<file path="src/rtl/bomb_timer_pkg.sv">
// Shared definitions for the bomb game countdown timer: state encoding, BCD constants
// and a nibble clamp helper.
package bomb_timer_pkg;

  typedef logic [1:0] timer_state_t;

  localparam timer_state_t StIdle    = 2'd0;
  localparam timer_state_t StRun     = 2'd1;
  localparam timer_state_t StPaused  = 2'd2;
  localparam timer_state_t StExpired = 2'd3;

  localparam logic [3:0] BCD_NINE = 4'd9;

  function automatic logic [3:0] bcd_clamp(input logic [3:0] nibble);
    return (nibble > BCD_NINE) ? BCD_NINE : nibble;
  endfunction

endpackage

</file>
<file path="src/rtl/bcd_countdown_timer_if.sv">
// Control and display bundle between the game logic and the BCD countdown timer.
interface bcd_countdown_timer_if #(
  parameter int unsigned NUM_DIGITS = 3
);
  logic [4*NUM_DIGITS-1:0] init_time;
  logic                    load;
  logic                    start_stop;
  logic                    tick;
  logic                    penalty;
  logic [4*NUM_DIGITS-1:0] penalty_time;
  logic [4*NUM_DIGITS-1:0] digits;
  logic                    running;
  logic                    expired;
  logic                    expired_pulse;

  modport master (
    output init_time, load, start_stop, tick, penalty, penalty_time,
    input  digits, running, expired, expired_pulse
  );

  modport slave (
    input  init_time, load, start_stop, tick, penalty, penalty_time,
    output digits, running, expired, expired_pulse
  );
endinterface

</file>
<file path="src/rtl/bcd_sub_sat.sv">
// Combinational N-digit BCD subtractor with a per-nibble borrow chain; a final borrow
// saturates the difference to zero and raises underflow.
module bcd_sub_sat #(
  parameter int unsigned NUM_DIGITS = 3
) (
  input  logic [4*NUM_DIGITS-1:0] minuend,
  input  logic [4*NUM_DIGITS-1:0] subtrahend,
  output logic [4*NUM_DIGITS-1:0] difference,
  output logic                    underflow
);

  logic [4*NUM_DIGITS-1:0] raw;
  logic [4:0]              nib_diff;
  logic                    borrow;

  always_comb begin
    raw      = '0;
    nib_diff = '0;
    borrow   = 1'b0;
    for (int i = 0; i < NUM_DIGITS; i++) begin
      nib_diff = {1'b0, minuend[4*i +: 4]} - {1'b0, subtrahend[4*i +: 4]} - {4'd0, borrow};
      // Negative nibble: wrap by adding ten (mod 16) and borrow from the next digit.
      if (nib_diff[4]) begin
        raw[4*i +: 4] = nib_diff[3:0] + 4'd10;
        borrow        = 1'b1;
      end else begin
        raw[4*i +: 4] = nib_diff[3:0];
        borrow        = 1'b0;
      end
    end
    underflow  = borrow;
    difference = borrow ? '0 : raw;
  end

endmodule

</file>
<file path="src/rtl/bcd_countdown_timer.sv">
// N-digit BCD countdown timer with pause/resume, saturating penalty subtraction,
// mid-run reload and registered expiry level/strobe.
module bcd_countdown_timer
  import bomb_timer_pkg::*;
#(
  parameter int unsigned NUM_DIGITS    = 3,
  parameter bit          CLAMP_INVALID = 1'b1
) (
  input logic                 clk,
  input logic                 reset,
  bcd_countdown_timer_if.slave bus
);

  localparam int unsigned W = 4 * NUM_DIGITS;

  timer_state_t state_q, state_d;
  logic [W-1:0] count_q, count_d;
  logic [W-1:0] init_c, pen_c, sub_b, diff;
  logic         underflow, hit_zero;
  logic         running_q, expired_q, expired_pulse_q;

  always_comb begin
    init_c = '0;
    pen_c  = '0;
    for (int i = 0; i < NUM_DIGITS; i++) begin
      init_c[4*i +: 4] = CLAMP_INVALID ? bcd_clamp(bus.init_time[4*i +: 4])
                                       : bus.init_time[4*i +: 4];
      pen_c[4*i +: 4]  = CLAMP_INVALID ? bcd_clamp(bus.penalty_time[4*i +: 4])
                                       : bus.penalty_time[4*i +: 4];
    end
  end

  // One subtractor serves both the tick (minus one) and the penalty.
  assign sub_b = bus.penalty ? pen_c : {{(W-1){1'b0}}, 1'b1};

  bcd_sub_sat #(
    .NUM_DIGITS (NUM_DIGITS)
  ) u_sub (
    .minuend    (count_q),
    .subtrahend (sub_b),
    .difference (diff),
    .underflow  (underflow)
  );

  assign hit_zero = underflow || (diff == '0);

  // Raw pulse priority: a higher pulse drops every lower one even if it has no effect.
  always_comb begin
    state_d = state_q;
    count_d = count_q;
    if (bus.load) begin
      count_d = init_c;
      state_d = StIdle;
    end else if (bus.penalty) begin
      if (state_q == StRun || state_q == StPaused) begin
        count_d = diff;
        if (hit_zero) state_d = StExpired;
      end
    end else if (bus.start_stop) begin
      case (state_q)
        StIdle:   state_d = (count_q != '0) ? StRun : StExpired;
        StRun:    state_d = StPaused;
        StPaused: state_d = StRun;
        default:  state_d = state_q;
      endcase
    end else if (bus.tick && state_q == StRun) begin
      count_d = diff;
      if (hit_zero) state_d = StExpired;
    end
  end

  always_ff @(posedge clk) begin
    if (!reset) begin
      state_q         <= StIdle;
      count_q         <= '0;
      running_q       <= 1'b0;
      expired_q       <= 1'b0;
      expired_pulse_q <= 1'b0;
    end else begin
      state_q         <= state_d;
      count_q         <= count_d;
      running_q       <= (state_d == StRun);
      expired_q       <= (state_d == StExpired);
      expired_pulse_q <= (state_d == StExpired) && (state_q != StExpired);
    end
  end

  assign bus.digits        = count_q;
  assign bus.running       = running_q;
  assign bus.expired       = expired_q;
  assign bus.expired_pulse = expired_pulse_q;

endmodule

</file>
<file path="src/flat_wrapper.sv">
// flat-port wrapper written by rule: the top's interface ports become plain ports
module bcd_countdown_timer_flat import bomb_timer_pkg::*;
#(
  parameter int unsigned NUM_DIGITS    = 3,
  parameter bit          CLAMP_INVALID = 1'b1
)
  (clk, reset, bus_init_time, bus_load, bus_start_stop, bus_tick, bus_penalty, bus_penalty_time, bus_digits, bus_running, bus_expired, bus_expired_pulse);
  bcd_countdown_timer_if #(.NUM_DIGITS(NUM_DIGITS)) bus_i ();
  input logic clk;
  input logic reset;
  input wire logic [$bits(bus_i.init_time)-1:0] bus_init_time;
  input wire logic [$bits(bus_i.load)-1:0] bus_load;
  input wire logic [$bits(bus_i.start_stop)-1:0] bus_start_stop;
  input wire logic [$bits(bus_i.tick)-1:0] bus_tick;
  input wire logic [$bits(bus_i.penalty)-1:0] bus_penalty;
  input wire logic [$bits(bus_i.penalty_time)-1:0] bus_penalty_time;
  output wire logic [$bits(bus_i.digits)-1:0] bus_digits;
  output wire logic [$bits(bus_i.running)-1:0] bus_running;
  output wire logic [$bits(bus_i.expired)-1:0] bus_expired;
  output wire logic [$bits(bus_i.expired_pulse)-1:0] bus_expired_pulse;
  assign bus_i.init_time = bus_init_time;
  assign bus_i.load = bus_load;
  assign bus_i.start_stop = bus_start_stop;
  assign bus_i.tick = bus_tick;
  assign bus_i.penalty = bus_penalty;
  assign bus_i.penalty_time = bus_penalty_time;
  assign bus_digits = bus_i.digits;
  assign bus_running = bus_i.running;
  assign bus_expired = bus_i.expired;
  assign bus_expired_pulse = bus_i.expired_pulse;
  bcd_countdown_timer #(.NUM_DIGITS(NUM_DIGITS), .CLAMP_INVALID(CLAMP_INVALID)) u_core (.clk(clk), .reset(reset), .bus(bus_i));
endmodule
</file>
<file path="config.mk">
export PLATFORM = sky130hd
export DESIGN_NAME = bcd_countdown_timer_flat
export DESIGN_NICKNAME = d
export VERILOG_FILES = /design/src/rtl/bomb_timer_pkg.sv /design/src/rtl/bcd_countdown_timer_if.sv /design/src/rtl/bcd_sub_sat.sv /design/src/rtl/bcd_countdown_timer.sv /design/src/flat_wrapper.sv
export SDC_FILE = /design/constraint.sdc
export NUM_CORES = 1
export LEC_CHECK = 0
export ABC_AREA = 0
export CORE_MARGIN = 2
export CORE_UTILIZATION = 46
export CTS_CLUSTER_DIAMETER = 40
export DETAILED_ROUTE_END_ITERATION = 16
export GPL_TIMING_DRIVEN = 0
export PLACE_DENSITY = 0.78
export SLEW_MARGIN = 30
export SYNTH_ARGS = -nofsm -noshare
export SYNTH_HDL_FRONTEND = slang
export SYNTH_SLANG_ARGS = --single-unit
</file>
<file path="constraint.sdc">
create_clock -name clk -period 6.9 [get_ports clk]
set_clock_uncertainty 0.2 [all_clocks]
set_input_delay 1.725 -clock clk [delete_from_list [all_inputs] [get_ports clk]]
set_output_delay 1.725 -clock clk [all_outputs]
set_load 0.01 [all_outputs]
</file>
==> flow_results.org, run 1 <==
** Global routing
- The via count of the first global-routing pass was 1889.
- Overflow left after global routing :: 0
- GRT Total Usage :: 24.20%
- Largest net degree at the start of global routing :: 12
- The initial antenna violation count was 0.
- The first global-routing pass estimated 8514 um of wire.

** CTS
- Clock transition at the registers of the reported paths :: 80 ps
- Clock latency on the worst-skew pair :: 260 ps
- H-tree depth :: 1
- In this run the clock root is driven by a clkbuf_8.
- The clock passes through at most 2 buffers.
- Total number of clock tree sinks :: 17
- Inserted Clock Buffers :: 3
- TritonCTS built the clock tree.

** Logic synthesis
- Flip-flop and latch count after synthesis :: 17
- Part of the Yosys area used for sequential elements :: 17.86%
- Number of enable flip-flop cells after synthesis :: 0
- The commonest cells after synthesis are inv_1, ha_1, a21oi_1, dfxtp_1, nor2_1.
- Top post-synthesis cells by area :: dfxtp_1, ha_1, inv_1
- Synthesized Nets :: 293
- Average instance area after synthesis :: 8.074 um2
- Synthesis produced a netlist whose cell count is 236.
- The Yosys step of the flow raised 0 warnings.
- Most instantiated library cell after synthesis :: inv_1
- After synthesis, the share of flip-flops with an asynchronous set or reset is 0%.
- Of the post-synthesis cell area, the dominant cell type holds 17.86%.
- Largest area contributor in the synthesized netlist :: dfxtp_1
- Summing every instance area after synthesis gives 1906 um2.
- Yosys cell types :: 61
- Primary flip-flop cell chosen by synthesis mapping :: dfxtp_1

** STA
- Setup violations remaining at the end of the flow were counted as 0.
- Max-slew violation count :: 0
- After layout, the minimum clock period comes to 6592 ps.
- Relative max-transition margin :: 60.16%
- The final critical path takes up 95.54% of the cycle.
- Setup ws final :: 307.9 ps
- Derived from the worst setup path, the maximum achievable clock frequency is 151.7 MHz.
- Post-route setup TNS :: 0 ps
- For the pin with the worst max-slew slack, the measured transition is 593.6 ps.
- Final number of hold-violating endpoints :: 0

** Placement
- Including well taps, the total number of placed cells is 328.
- Summed over all nets, the half-perimeter wirelength after detailed placement is 3999 um.
- Placed cell area :: 2407 um2
- The count of buffers added on input and output ports is 42.
- Timing analysis after detailed placement gives a worst setup slack of -779.0 ps.
- At the end of routability-driven placement, the weighted congestion stood at 0.8286.

** Min path
- Type of the most critical hold path :: reg -> reg
- Hold_sp :: u_core.bus.digits[0]

** Layout
- Once layout is done, the placed cells without fillers occupy 2624 um2.
- The area growth from synthesis to layout is 37.69%.
- Count of filler cells inserted in the layout :: 367
- Summing all multi-input logic gate instances after layout gives 1511 um2.
- In the final layout, the share of cells above drive strength 1 is 13.95%.
- Area taken by flip-flops and latches :: 340.3 um2
- Cells fill 65.59% of the core in the end.
- The net count of the finished layout is 352.
- 0 antenna diodes ended up in the layout.
- The count of cells in the finished layout, fillers not included, comes to 344.

** Setup path
- Delay-heaviest family, CP :: adder cells
- At the worst endpoint, the required time is 6880 ps.
- The worst setup path is of the in -> reg kind.
- In this run the worst path has a maximum fanout of 18.
- STA classifies the critical path startpoint as an input port.
- List of cells traversed by the critical path :: clkbuf_4 -> nor2b_1 -> nand2_1 -> ha_2 -> a211o_1 -> and2_4 -> fa_2 -> inv_2 -> fa_2 -> buf_4 -> a21bo_1 -> a221oi_4 -> xor2_1 -> ha_2 -> ha_4 -> and3_4 -> o2111a_1 -> nand4b_1 -> o41a_1 -> nor3_2 -> nor3b_2
- Among all stages on the critical path, the largest delay is contributed by o41a_1.
- Delay contributed by the slowest stage of the critical path :: 470 ps
- STA classifies the critical path endpoint as a flop.
- Tracing the worst setup path back leads to its startpoint at bus_penalty.
- In this run the critical register-to-register path is launched from u_core.bus.digits[0].
- Buffer and inverter count on the worst path :: 3
- Crit path arrival time :: 6570 ps

** Detailed routing
- Number of iterations in the first detailed-routing pass :: 4
- In the routed layout, each cell is associated on average with a via count of 5.782.
- Dividing the detail-routed wire length by the instance count gives 15.44 um.
- In the routed design, unresolved DRC markers number 0.
- In this run the remaining antenna-violating nets after routing total 0.
- Routed WL :: 5313 um
- For this block, the via count after detailed routing is 1989.
- DR iter-0 viols :: 147

** Die
- Number of cell rows :: 23
- The die covers 4673 um2.
- Overall die width :: 68.36 um
- I/O pins :: 45
- Placeable core region :: 4000 um2
- Measured along the y axis, the die boundary spans 68.36 um.
- Starting density of the core :: 47.64%

** Status
- Status :: finished clean

** Power and ir drop
- Across the VDD grid, the largest voltage drop is 0.1274 mV.
- For this design the static power due to leakage is 1.101 nW.
- Power density normalized to cell area :: 234.6 nW/um2

** Run
- Across the run, the number of max-cap violations was 0.
## placed cells by master, fill, tap and decap left out, types with 2 or more instances in the layout
cell type / netlist / routed
a22oi_1: 5 / 5
nor4_1: 4 / 3
dlymetal6s2s_1: 0 / 4
nor2b_1: 3 / 3
nand3_1: 2 / 2
clkbuf_1: 6 / 4
nand2b_1: 2 / 2
fa_2: 0 / 3
and3b_1: 3 / 3
xnor2_1: 7 / 7
nor3_1: 3 / 2
o21ai_1: 4 / 5
nand2_1: 8 / 7
nand3b_1: 4 / 4
a21o_1: 2 / 2
buf_4: 0 / 13
o211ai_1: 4 / 4
dfxtp_1: 17 / 17
nor3_2: 2 / 2
inv_1: 27 / 25
a211oi_1: 2 / 2
ha_4: 0 / 2
and2_1: 6 / 5
o21ai_0: 15 / 14
inv_2: 0 / 2
clkdlybuf4s50_1: 0 / 38
a32oi_1: 3 / 3
xor2_1: 3 / 3
a21oi_1: 17 / 17
clkbuf_8: 0 / 3
ha_1: 24 / 19
o21a_1: 7 / 7
or3_1: 2 / 2
ha_2: 0 / 3
nor2_1: 16 / 16
o2111a_1: 2 / 2
a211o_1: 2 / 2
## worst paths after layout
path / to / slack (ps) / cells after the start
max: u_core.bus.expired_pulse / 310 / 21
min: u_core.bus.digits[0] / 350 / 2
max reg2reg: u_core.bus.expired_pulse / 1810 / 20
min reg2reg: u_core.bus.digits[0] / 350 / 2
## final cells by class
cell class	count	share of cell area, %
multi-input cells	184	57.61
repair buffers	55	20.12
flip-flops and latches	17	12.97
inverters	27	3.863
well taps	50	2.384
clock buffers	3	1.574
plain buffers	7	1.192
clock inverters	1	0.2861
## stage by stage
| step | hold WS [ps] | power (mW) |
|---|---|---|
| floorplan | 346.5 | 0.3824 |
| global placement | 335.8 | 0.4696 |
| detailed placement | 338.4 | 0.4735 |
| CTS | 345.8 | 0.5820 |
| global route | 401.0 | 0.6628 |
| finish | 351.4 | 0.6155 |
## layer usage
metal	vias up	global-route usage, %	routed length [um]
li1	985	-	-
met1	923	31.97	2315
met2	74	41.02	2606
met3	7	2.467	325
met4	0	8.000	66
met5	-	0	0
## worst min-delay path: stages (launching register included)
cell and delay (ps):
dfxtp_1 340, o21ai_1 130, nor2_1 40
## timing repair
action                                  4_1_cts  5_1_grt
cloned                                        0        0
resized for setup                             9       14
pin swaps                                     7       13
buffers inserted                              4        9
endpoints found under the setup margin       17       17
hold endpoints to repair                      0        0
hold buffers                                  0        0
## cells by family (layout without fill, tap and decap cells)
group	count (synthesis)	count (layout)	synth area share, %
AO/OA/AOI/OAI	81	81	29.88
AND/OR/NAND/NOR	64	64	19.37
buffers and inverters	35	93	6.960
adder cells (fa/ha/maj)	27	27	18.91
flip-flops	17	17	17.86
XOR/XNOR	12	12	7.026
## registers in the layout (all words and copies together), names as in the netlist
register                  count
u_core.bus.digits            12
u_core.state_q                2
u_core.bus.expired            1
u_core.bus.expired_pulse      1
u_core.bus.running            1
## power breakdown
part | leakage, nW | total, mW | internal, mW | switching, mW
combinational | 0.940 | 0.414 | 0.213 | 0.200
sequential | 0.140 | 0.122 | 0.108 | 0.0139
clock | 0.0217 | 0.0800 | 0.0408 | 0.0393
Power figures use the tool's default switching activity.
==> run 2: changes to the inputs <==
--- a/config.mk
+++ b/config.mk
@@ -6,11 +6,12 @@
 export NUM_CORES = 1
 export LEC_CHECK = 0
 export ABC_AREA = 0
+export ABC_CLOCK_PERIOD_IN_PS = 6900
 export CORE_MARGIN = 2
 export CORE_UTILIZATION = 46
 export CTS_CLUSTER_DIAMETER = 40
 export DETAILED_ROUTE_END_ITERATION = 16
-export GPL_TIMING_DRIVEN = 0
+export HOLD_SLACK_MARGIN = 0.12
 export PLACE_DENSITY = 0.78
 export SLEW_MARGIN = 30
 export SYNTH_ARGS = -nofsm -noshare
==> run 2 against run 1 <==
Compared with the run above: first-iteration DRC count is 18% lower; hold slack hardly changed; global-route usage is 0.12 points lower; setup slack better by 39 ps; sequential power hardly changed; flip-flop and latch count stayed put; total power hardly changed; largest power group unchanged; via count is 0.40% lower; non-clock buffer count is 1 higher.
==> flow_results.org, run 2 (synthesized netlist as in run 1, its figures left out) <==
** Power and ir drop
- The total chip power came to 615.4 uW (about the same).
- Net switching share of the total power :: 41.20% (about the same)
- Cell internal power dissipation :: 361.9 uW (about the same)
- Power share of the sequential group :: 19.9% (about the same)
- Net switching component of the power :: 253.5 uW (about the same)
- Power density normalized to cell area :: 233.2 nW/um2 (-0.58%)
- The largest voltage drop on the vdd net is 0.1207 mV (-5.2%).
- Relative contribution of the clock network to total power :: 13.0% (about the same)
- The leakage power was 1.100 nW (-0.14%).
- The combinational group share of total power came to 67.1% (about the same).

** CTS
- CTS placed an instance of clkbuf_8 at the clock tree root.
- The number of cells upsized or downsized after cts came to 0 (-9).
- Clock latency on the worst-skew pair :: 260 ps (about the same)
- The post-cts hold buffer count is 0 (unchanged).
- The number of buffers inserted by post-CTS setup repair was 0 (-4).
- Clk buf depth :: 2 (unchanged)
- CTS tree :: done
- Clock transition at the registers of the reported paths :: 80 ps (about the same)
- The depth of the CTS H-tree is 1 (unchanged).
- The clock sink count was 17 (unchanged).
- Inserted Clock Buffers :: 3 (unchanged)

** Global routing
- The global route total overflow was 0 (unchanged).
- The wire length of the first global-routing pass came to 8473 um (-0.48%).
- The global routing usage summed across all routing layers is 24.08% (-0.12 points).
- The largest net degree at the start of global routing came to 25 (+13).
- The via count of the first global-routing pass was 1878 (-0.58%).
- The initial antenna violation count was 0 (unchanged).

** Layout
- Cell area after layout :: 2639 um2 (+0.57%)
- The number of nets in the finished design came to 353 (+0.28%).
- Leaving out fill and tap cells, the most frequent cells in the layout are clkdlybuf4s50_1, inv_1, ha_1.
- Count of filler cells inserted in the layout :: 342 (-6.8%)
- Layout Area Growth over Synthesis :: 38.48%
- ANT cells :: 0 (unchanged)
- Leading cell type in the layout, fill and taps excluded :: clkdlybuf4s50_1
- The ratio of cells with drive above 1 in the final layout is 13.90% (-0.047 points).
- The flip-flop count of the largest register, all copies and words added came to 12 (unchanged).
- Final Core Density :: 65.97% (+0.38 points)

** Setup path
- Crit path kind :: in -> reg
- Crit path arrival time :: 6540 ps (-30 ps)
- Biggest fanout along the worst timing path :: 6 (-12)
- R2r worst-path depth :: 22 (+10%)
- The worst setup path is launched from an input port.
- Worst path required time :: 6880 ps (about the same)
- The worst setup path is captured at a flop.

** Detailed routing
- The detailed-route vias per instance is 5.742 (-0.69%).
- Post-route DRC violation count :: 0 (unchanged)
- Vias after detailed routing :: 1981 (-0.40%)
- Routed WL :: 5208 um (-2.0%)
- The number of nets still failing antenna checks after routing came to 0 (unchanged).
- Number of iterations in the first detailed-routing pass :: 4 (unchanged)
- The initial detailed-routing violation count is 121 (-18%).
- The routed length per instance was 15.10 um (-2.3%).

** STA
- The count of endpoints failing setup in the final report was 0 (unchanged).
- Relative max-transition margin :: 58.30% (-1.9 points)
- The portion of the clock cycle consumed by the worst path in the final layout came to 94.97% (-0.57 points).
- Max frequency :: 152.6 MHz (+0.60%)
- Final number of hold-violating endpoints :: 0 (unchanged)
- Measured slew at the worst slew-check pin :: 623.5 ps (+29.97 ps)
- Max-slew violation count :: 0 (unchanged)
- The total negative setup slack was 0 ps (unchanged).
- The post-layout worst setup margin was 347.0 ps (+39.09 ps).
- The shortest period the worst path allows was 6553 ps (-39.09 ps).

** Die
- Number of cell rows :: 23 (unchanged)
- Overall die width :: 68.36 um (unchanged)
- Die area :: 4673 um2 (unchanged)
- Vertical die dimension :: 68.36 um (unchanged)
- The number of top-level pins is 45 (unchanged).
- Starting density of the core :: 47.64% (unchanged)
- The core area was 4000 um2 (unchanged).

** Placement
- The post-placement setup slack came to -154.4 ps (+624.6 ps).
- The routability-driven placement congestion ratio is 0.9076 (+9.5%).
- Port Buffer Count :: 44 (+4.8%)
- The detailed-placement wirelength estimate was 4122 um (+3.1%).
- The post-placement cell area is 2537 um2 (+5.4%).

** Min path
- The min-delay analysis places its worst path in the category reg -> reg.
- Depth of the worst hold-timing path :: 2 (unchanged)

** Run
- Maxcap violations :: 0 (unchanged)

** Status
- The run finished with clean final reports.
run 2: cell count changes in the layout (fill, tap and decap cells not counted), sizes merged:
| cell | previous run | this run |
|---|---|---|
| buf | 15 | 19 |
| dlymetal6s2s | 4 | 0 |
| clkbuf | 8 | 3 |
| clkdlybuf4s50 | 38 | 44 |
run 2: power by group through the flow:
stage          sequential [mW]  clock (mW)  combinational, mW
6_report                 0.122      0.0798              0.413
3_5_place_dp             0.124           0              0.387
5_1_grt                  0.124      0.0853              0.455
4_1_cts                  0.122      0.0793              0.391
3_3_place_gp             0.124           0              0.382
2_1_floorplan            0.125           0              0.258
run 2: area by class of cell:
class | count | area [um2] | share of cell area [%]
multi-input cells | 184 | 1503 | 56.95
repair buffers | 63 | 583.1 | 22.10
clock buffers | 3 | 41.29 | 1.565
inverters | 27 | 101.3 | 3.841
flip-flops and latches | 17 | 340.3 | 12.90
well taps | 50 | 62.56 | 2.371
clock inverters | 1 | 7.507 | 0.2845
run 2: path summary, 6_finish.rpt:
check | end | slack [ps] | startpoint
setup / recovery | u_core.bus.expired_pulse | 350 | bus_penalty_time[2]
hold / removal | u_core.bus.digits[3] | 350 | u_core.bus.digits[3]
setup reg to reg | u_core.bus.expired_pulse | 2040 | u_core.bus.digits[0]
hold reg to reg | u_core.bus.digits[3] | 350 | u_core.bus.digits[3]
run 2: layer usage:
metal  vias up  wire (um)  share of wire, %  GRT usage [%]
li1        990          -                 -              -
met1       928       2443                47          30.71
met2        51       2463                47          41.38
met3        12        200               3.8          2.961
met4         0        101               1.9          8.750
met5         -          0                 0              0
run 2: stage by stage:
stage | hold slack [ps] | std cells
6_report | 351.8 | 345
5_1_grt | 387.8 | 345
4_1_cts | 352.7 | 345
3_5_place_dp | 341.6 | 341
3_3_place_gp | 337.0 | 341
2_1_floorplan | 346.5 | 236
run 2: worst max-delay path: stages:
cell and delay (ps):
clkdlybuf4s50_1 480, o21ai_1 70, nand3b_1 90, ha_1 140
inv_1 60, fa_2 340, a211o_1 280, and2_4 150
fa_2 360, inv_2 70, fa_2 210, nand2_1 100
a221oi_4 310, xor2_1 100, ha_1 190, a21o_1 190
ha_4 300, and3_1 150, o2111a_1 230, nand4b_1 150
o41a_1 490, nor3_2 160, nor3b_2 180
